==> src/rtl/moving_sum_normalizer_if.sv <==
// Bundle between the moving-sum filter, the normalizer and the lock/PID path.
// Pure wiring, no latency.
// No backpressure: the producer strobes freely and the normalizer absorbs or flags overruns.
interface moving_sum_normalizer_if #(
  parameter int SUM_W = 32,
  parameter int OUT_W = 16
);
  logic signed [SUM_W-1:0] sum_in;
  logic                    sum_in_valid;
  logic        [SUM_W-1:0] n_samples;
  logic                    clear_overrun;
  logic signed [OUT_W-1:0] avg_out;
  logic                    avg_out_valid;
  logic                    busy;
  logic                    overrun;

  modport master (
    output sum_in, sum_in_valid, n_samples, clear_overrun,
    input  avg_out, avg_out_valid, busy, overrun
  );

  modport slave (
    input  sum_in, sum_in_valid, n_samples, clear_overrun,
    output avg_out, avg_out_valid, busy, overrun
  );
endinterface

==> src/rtl/moving_sum_normalizer.sv <==
// Divides the signed moving-window sum by the sample count (restoring divide on magnitudes), saturates to OUT_W.
// Latency: avg_out_valid rises after edge SUM_W+1 counting the sampling edge as edge 0.
// No backpressure: one pending slot absorbs a sum arriving mid-divide; overwriting it sets sticky overrun.
module moving_sum_normalizer #(
  parameter int SUM_W = 32,
  parameter int OUT_W = 16
) (
  input logic                    clk,
  input logic                    rst,
  moving_sum_normalizer_if.slave bus_if
);

  localparam int                      CNT_W    = $clog2(SUM_W);
  localparam logic [CNT_W-1:0]        CNT_LAST = CNT_W'(SUM_W - 1);
  localparam logic [SUM_W-1:0]        POS_LIM  = SUM_W'((1 << (OUT_W - 1)) - 1);
  localparam logic [SUM_W-1:0]        NEG_LIM  = SUM_W'(1 << (OUT_W - 1));
  localparam logic [OUT_W-1:0]        OUT_MAX  = {1'b0, {(OUT_W - 1){1'b1}}};
  localparam logic [OUT_W-1:0]        OUT_MIN  = {1'b1, {(OUT_W - 1){1'b0}}};

  typedef enum logic [1:0] {S_IDLE, S_DIV, S_FINISH} state_t;

  state_t             state_q, state_d;
  logic               pend_vld_q, pend_vld_d;
  logic [SUM_W-1:0]   pend_sum_q, pend_sum_d;
  logic [SUM_W-1:0]   pend_n_q, pend_n_d;
  logic               ovr_q, ovr_d;
  logic               sign_q, sign_d;
  logic [SUM_W-1:0]   mag_q, mag_d;
  logic [SUM_W-1:0]   div_q, div_d;
  logic [SUM_W:0]     rem_q, rem_d;
  logic [SUM_W-1:0]   quo_q, quo_d;
  logic [CNT_W-1:0]   cnt_q, cnt_d;
  logic [OUT_W-1:0]   avg_q, avg_d;
  logic               vld_q, vld_d;

  logic               launch;
  logic               busy_c;
  logic [SUM_W-1:0]   job_sum;
  logic [SUM_W-1:0]   job_n;
  logic [SUM_W:0]     rem_sh;
  logic [OUT_W-1:0]   sat_avg;

  // A job launches from IDLE on a strobe or a waiting pending sum, or straight out of FINISH
  // when something is pending; a pending job always takes priority over the live input.
  always_comb begin
    launch  = ((state_q == S_IDLE) && (bus_if.sum_in_valid || pend_vld_q)) ||
              ((state_q == S_FINISH) && pend_vld_q);
    job_sum = pend_vld_q ? pend_sum_q : bus_if.sum_in;
    job_n   = pend_vld_q ? pend_n_q   : bus_if.n_samples;
  end

  // State register.
  always_ff @(posedge clk or negedge rst) begin
    if (!rst) state_q <= S_IDLE;
    else      state_q <= state_d;
  end

  // Next-state: DIV runs SUM_W iterations, FINISH either returns to IDLE or chains the pending job.
  always_comb begin
    state_d = state_q;
    case (state_q)
      S_IDLE:   if (launch) state_d = S_DIV;
      S_DIV:    if (cnt_q == CNT_LAST) state_d = S_FINISH;
      S_FINISH: state_d = launch ? S_DIV : S_IDLE;
      default:  state_d = S_IDLE;
    endcase
  end

  // Outputs: busy follows state; the averaged word and its strobe are registered on leaving FINISH.
  always_comb begin
    busy_c = (state_q != S_IDLE);
    vld_d  = (state_q == S_FINISH);
    avg_d  = (state_q == S_FINISH) ? sat_avg : avg_q;
  end

  // Sign reapplication and clamp; magnitude 2^(OUT_W-1) is still representable when negative.
  always_comb begin
    sat_avg = '0;
    if (sign_q) begin
      if (quo_q >= NEG_LIM) sat_avg = OUT_MIN;
      else                  sat_avg = ~quo_q[OUT_W-1:0] + OUT_W'(1);
    end else begin
      if (quo_q > POS_LIM)  sat_avg = OUT_MAX;
      else                  sat_avg = quo_q[OUT_W-1:0];
    end
  end

  // Pending slot and sticky overrun; a new strobe during a launch from pending just refills the slot.
  always_comb begin
    pend_vld_d = pend_vld_q;
    pend_sum_d = pend_sum_q;
    pend_n_d   = pend_n_q;
    ovr_d      = ovr_q;
    if (launch && pend_vld_q) begin
      pend_vld_d = bus_if.sum_in_valid;
      if (bus_if.sum_in_valid) begin
        pend_sum_d = bus_if.sum_in;
        pend_n_d   = bus_if.n_samples;
      end
    end else if (!launch && bus_if.sum_in_valid) begin
      pend_vld_d = 1'b1;
      pend_sum_d = bus_if.sum_in;
      pend_n_d   = bus_if.n_samples;
    end
    // Set wins over a coincident clear.
    if (!launch && bus_if.sum_in_valid && pend_vld_q) ovr_d = 1'b1;
    else if (bus_if.clear_overrun)                     ovr_d = 1'b0;
  end

  // Divider datapath: capture sign/magnitude/divisor on launch, then one quotient bit per DIV cycle.
  // A zero divisor streams the magnitude straight into the quotient so latency stays uniform.
  always_comb begin
    sign_d = sign_q;
    mag_d  = mag_q;
    div_d  = div_q;
    rem_d  = rem_q;
    quo_d  = quo_q;
    cnt_d  = cnt_q;
    rem_sh = (rem_q << 1) | {{SUM_W{1'b0}}, mag_q[SUM_W-1]};
    if (launch) begin
      sign_d = job_sum[SUM_W-1];
      mag_d  = job_sum[SUM_W-1] ? (~job_sum + SUM_W'(1)) : job_sum;
      div_d  = job_n;
      rem_d  = '0;
      quo_d  = '0;
      cnt_d  = '0;
    end else if (state_q == S_DIV) begin
      mag_d = mag_q << 1;
      cnt_d = cnt_q + CNT_W'(1);
      if (div_q == '0) begin
        quo_d = {quo_q[SUM_W-2:0], mag_q[SUM_W-1]};
      end else if (rem_sh >= {1'b0, div_q}) begin
        rem_d = rem_sh - {1'b0, div_q};
        quo_d = {quo_q[SUM_W-2:0], 1'b1};
      end else begin
        rem_d = rem_sh;
        quo_d = {quo_q[SUM_W-2:0], 1'b0};
      end
    end
  end

  // Datapath, pending and output registers.
  always_ff @(posedge clk or negedge rst) begin
    if (!rst) begin
      pend_vld_q <= 1'b0;
      pend_sum_q <= '0;
      pend_n_q   <= '0;
      ovr_q      <= 1'b0;
      sign_q     <= 1'b0;
      mag_q      <= '0;
      div_q      <= '0;
      rem_q      <= '0;
      quo_q      <= '0;
      cnt_q      <= '0;
      avg_q      <= '0;
      vld_q      <= 1'b0;
    end else begin
      pend_vld_q <= pend_vld_d;
      pend_sum_q <= pend_sum_d;
      pend_n_q   <= pend_n_d;
      ovr_q      <= ovr_d;
      sign_q     <= sign_d;
      mag_q      <= mag_d;
      div_q      <= div_d;
      rem_q      <= rem_d;
      quo_q      <= quo_d;
      cnt_q      <= cnt_d;
      avg_q      <= avg_d;
      vld_q      <= vld_d;
    end
  end

  assign bus_if.avg_out       = avg_q;
  assign bus_if.avg_out_valid = vld_q;
  assign bus_if.busy          = busy_c;
  assign bus_if.overrun       = ovr_q;

endmodule

==> src/flat_wrapper.sv <==
// flat-port wrapper written by rule: the top's interface ports become plain ports
module moving_sum_normalizer_flat 
#(
  parameter int SUM_W = 32,
  parameter int OUT_W = 16
)
  (clk, rst, bus_if_sum_in, bus_if_sum_in_valid, bus_if_n_samples, bus_if_clear_overrun, bus_if_avg_out, bus_if_avg_out_valid, bus_if_busy, bus_if_overrun);
  moving_sum_normalizer_if #(.SUM_W(SUM_W), .OUT_W(OUT_W)) bus_if_i ();
  input logic clk;
  input logic rst;
  input wire logic [$bits(bus_if_i.sum_in)-1:0] bus_if_sum_in;
  input wire logic [$bits(bus_if_i.sum_in_valid)-1:0] bus_if_sum_in_valid;
  input wire logic [$bits(bus_if_i.n_samples)-1:0] bus_if_n_samples;
  input wire logic [$bits(bus_if_i.clear_overrun)-1:0] bus_if_clear_overrun;
  output wire logic [$bits(bus_if_i.avg_out)-1:0] bus_if_avg_out;
  output wire logic [$bits(bus_if_i.avg_out_valid)-1:0] bus_if_avg_out_valid;
  output wire logic [$bits(bus_if_i.busy)-1:0] bus_if_busy;
  output wire logic [$bits(bus_if_i.overrun)-1:0] bus_if_overrun;
  assign bus_if_i.sum_in = bus_if_sum_in;
  assign bus_if_i.sum_in_valid = bus_if_sum_in_valid;
  assign bus_if_i.n_samples = bus_if_n_samples;
  assign bus_if_i.clear_overrun = bus_if_clear_overrun;
  assign bus_if_avg_out = bus_if_i.avg_out;
  assign bus_if_avg_out_valid = bus_if_i.avg_out_valid;
  assign bus_if_busy = bus_if_i.busy;
  assign bus_if_overrun = bus_if_i.overrun;
  moving_sum_normalizer #(.SUM_W(SUM_W), .OUT_W(OUT_W)) u_core (.clk(clk), .rst(rst), .bus_if(bus_if_i));
endmodule
==> config.mk <==
export PLATFORM = sky130hd
export DESIGN_NAME = moving_sum_normalizer_flat
export DESIGN_NICKNAME = d
export VERILOG_FILES = /design/src/rtl/moving_sum_normalizer_if.sv /design/src/rtl/moving_sum_normalizer.sv /design/src/flat_wrapper.sv
export SDC_FILE = /design/constraint.sdc
export NUM_CORES = 1
export LEC_CHECK = 0
export BUFFER_PORTS_ARGS = -buffer_cell sky130_fd_sc_hd__clkbuf_2
export CAP_MARGIN = 20
export CORE_MARGIN = 5
export CORE_UTILIZATION = 56
export DETAILED_ROUTE_END_ITERATION = 7
export PLACE_DENSITY_LB_ADDON = 0.3
export REMOVE_ABC_BUFFERS = 1
export SYNTH_ARGS = -nofsm -noshare
export SYNTH_HDL_FRONTEND = slang
export SYNTH_SLANG_ARGS = --single-unit
==> constraint.sdc <==
create_clock -name clk -period 2.95 [get_ports clk]
set_input_delay 0.59 -clock clk [delete_from_list [all_inputs] [get_ports clk]]
set_output_delay 0.59 -clock clk [all_outputs]
set_load 0.02 [all_outputs]
==> key figures <==
STA
  • Shortest period the worst path allows: 2770 ps
  • Worst Skew: 13.6 ps
  • Fin. Hold Viols: 0
  • Max-slew violation count: 0
  • Worst Slack Setup Final: about 180 ps
  • Setup violations, final: 0
  • Setup TNS: 0 ps
  • Fmax: 0.361 GHz
  • Final worst-path cycle share: 0.940
  • Worst Tran Pin Value: 1030 ps
  • Slew headroom: 0.313

Critical path
  • Reg-to-Reg End: u_core.rem_q[3]
  • Required @ worst endpoint: 3340 ps
  • Worst path cell trace: ha_1 -> a21oi_1 -> o21ai_0 -> a221o_1 -> o31ai_4 -> o21ba_4 -> buf_12 -> nor3_1 -> a21oi_1 -> o21ai_1
  • Crit Path Category: reg2reg
  • Worst R2R Start: u_core.rem_q[7]
  • CP Capture Type: register
  • CP startpoint kind: register
  • Cell mode on critical path: a21oi_1
  • Crit Path Max Fanout: 22
  • Cell count of the worst reg-to-reg path: 10
  • Worst path slowest cell: a221o_1
  • FF-to-FF setup slack: ~180 ps
  • CP peak stage delay: 400 ps
  • Arr. time, crit path: between 3000 and 4000 ps

Clock tree
  • Clock Pin Slew Worst Setup and Hold Paths: around 60 ps
  • Hold_buf cts: 0
  • Clock Sinks: between 200 and 250
  • Clock buffer count from CTS: 25
  • CTS tree: built
  • Max Root-Sink Buffers: 3
  • Htree depth: 1
  • Root buf cell: clkbuf_16
  • Clk_lat worst skew: 520 ps

Placed design
  • Buffers on Ports: 86
  • Placed Area: approximately 14000 sq um
  • Detailed Place HPWL: 21.3 mm
  • Worst slack at placement: 83.6 ps
  • Routability cong.: around 0.98

Logic synthesis
  • Yosys cell types: 74
  • Synthesized area per cell: 9.12 sq um
  • Syn Std Cell Area: 12800 sq um
  • Synth area leaders: dfrtp_1, nand2_1, mux2i_1
  • Syn. warnings: 0
  • Cells after Synth: between 1000 and 1500
  • Async set-reset flop share out of synthesis: 1.00
  • Area leader, netlist: dfrtp_1
  • Top cell type's share of synthesized area: 0.428
  • Top-count cell post-synth: dfrtp_1
  • Commonest cells post-synth: dfrtp_1, nand2_1, o21ai_0
  • Yosys reg bits: between 200 and 250
  • Number of enable flip-flop cells after synthesis: 0
  • Main synth FF type: dfrtp_1
  • Share of the yosys chip area belonging to registers: 0.428

Power and ir drop
  • Worst vdd ir: 0.520 mV
  • Leakage: approximately 7.0 nW
  • Cell Pwr Density: about 570 nW/um^2
  • Total Power: 8.33 mW

Floorplanning
  • Core area: about 23000 sq um
  • Die Wd: 161 um
  • Die ar.: 26000 sq um
  • Row count: 55
  • Die height: 161 um
  • Starting Density: 0.568
  • IO Pins: 87

Flow run
  • Max_cap viols: 0

Finish
  • Final net count: 1579
  • Final instance area: 14600 sq um
  • ANT cells: 0
  • Finished Core Util: 0.649
  • Layout cells sized above 1: 0.192
  • Area grow syn2layout: 14.3%
  • Layout filler cell count: 1895

GRT
  • Vias in the first global route: 10600
  • Largest net degree at the start of global routing: 76
  • Gr ovfl total: 0
  • First-pass GRT wire length: 51.9 mm
  • Initial antenna violation count: 1
  • GRT Total Usage: 0.234

Status
  • Status: complete, no violations

Detailed routing
  • 1st-pass router iterations: 7
  • Wire per inst: 17.2 um
  • Total wire length: 30.6 mm
  • Residual DRC count: 0
  • Via density: 5.96
  • ANT nets after route: 0
  • Via count: 10600
  • DRT iter0 DRCs: 717

Worst hold path
  • Hold Crit Class: in2async
-- cell type report --
| cell class | count | area (sq um) | area share |
|---|---|---|---|
| inverters | 44 | 165 | 0.0113 |
| multi-input cells | 1052 | 6830 | 0.466 |
| well taps | 285 | 357 | 0.0244 |
| clock buffers | 34 | 739 | 0.0505 |
| clock inverters | 12 | 191 | 0.0131 |
| repair buffers | 132 | 873 | 0.0597 |
| flip-flops and latches | 219 | 5480 | 0.375 |
-- worst max path at each step --
| stage | startpoint | endpoint | slack (ps) | cells past startpoint |
|---|---|---|---|---|
| 2_1_floorplan | u_core.pend_vld_q | u_core.pend_n_q[0] | -4530 | 2 |
| 3_3_place_gp | u_core.div_q[0] | u_core.rem_q[28] | 170 | 10 |
| 3_5_place_dp | u_core.div_q[0] | u_core.rem_q[28] | 80 | 10 |
| 4_1_cts | u_core.div_q[0] | u_core.rem_q[28] | 30 | 10 |
| 5_1_grt | u_core.div_q[0] | u_core.rem_q[28] | -3 | 10 |
| 6_report | u_core.rem_q[7] | u_core.rem_q[3] | 180 | 10 |
-- through the flow --
step,hold slack [ps],std cells
2_1_floorplan,294,1315
3_3_place_gp,465,1731
3_5_place_dp,475,1731
4_1_cts,68.7,1777
5_1_grt,100,1778
6_report,53.7,1778
-- kinds of logic after synthesis --
kind of cell               Yosys count  share of synthesized area
AOI/OAI and AO/OA                  358                      0.166
xor gates and xnor gates            52                     0.0356
adders and majority gates           37                     0.0367
buffers and inverters              133                     0.0457
DFF                                219                      0.428
muxes                              144                      0.119
and+or+nand+nor                    461                      0.169
-- metal layers --
layer,routed length (um),GRT usage,up-vias
met3,1650,0.0342,50
li1,-,-,5148
met1,13700,0.318,5109
met5,11,0,-
met2,14800,0.403,284
met4,478,0.0469,2
-- placed cells by master (no fill, tap or decap), types with 5 or more instances in the layout --
master     count
dfrtp_1      218
nand2_1      214
o21ai_0      128
clkbuf_2      85
nor2_1        78
mux2i_1       76
a21oi_1       70
mux2_2        67
nand3_1       53
inv_1         44
buf_4         39
a31oi_1       37
ha_1          36
o21ai_1       31
xor2_1        27
xnor2_1       25
clkbuf_16     25
nor3_1        24
a21o_1        15
nor4_1        14
o22ai_1       14
nand4_1       14
nand2b_1      10
o211ai_1       9
and3_1         8
o21a_1         8
clkbuf_8       8
buf_12         7
or3_1          5
nor3b_1        5
clkinv_2       5
bufinv_16      5
-- state kept, by name, summed over array words and instances (netlist names) --
signal / count
u_core.state_q: 2
u_core.pend_n_q: 32
u_core.bus_if.overrun: 1
u_core.pend_sum_q: 32
u_core.bus_if.avg_out_valid: 1
u_core.pend_vld_q: 1
u_core.mag_q: 32
u_core.rem_q: 32
u_core.div_q: 32
u_core.cnt_q: 5
u_core.bus_if.avg_out: 16
u_core.sign_q: 1
u_core.quo_q: 32
-- what timing repair did --
| action | CTS | global route |
|---|---|---|
| setup buffers | 0 | 1 |
| resized for setup | 0 | 10 |
| endpoints found under the setup margin | 0 | 21 |
-- worst max-delay path: cells and delay by family, from the launching register on --
kind / cells / cell delay (ps)
compound gates: 7 / 1610
fa+ha+maj: 1 / 390
buf+inv: 1 / 170
flops: 1 / 390
simple gates: 1 / 60
-- power by group --
group          switching (mW)  internal, mW
sequential              0.170          3.24
clock                    1.26          2.19
combinational           0.837         0.634
Note: power is estimated with default switching activity, not from simulation.
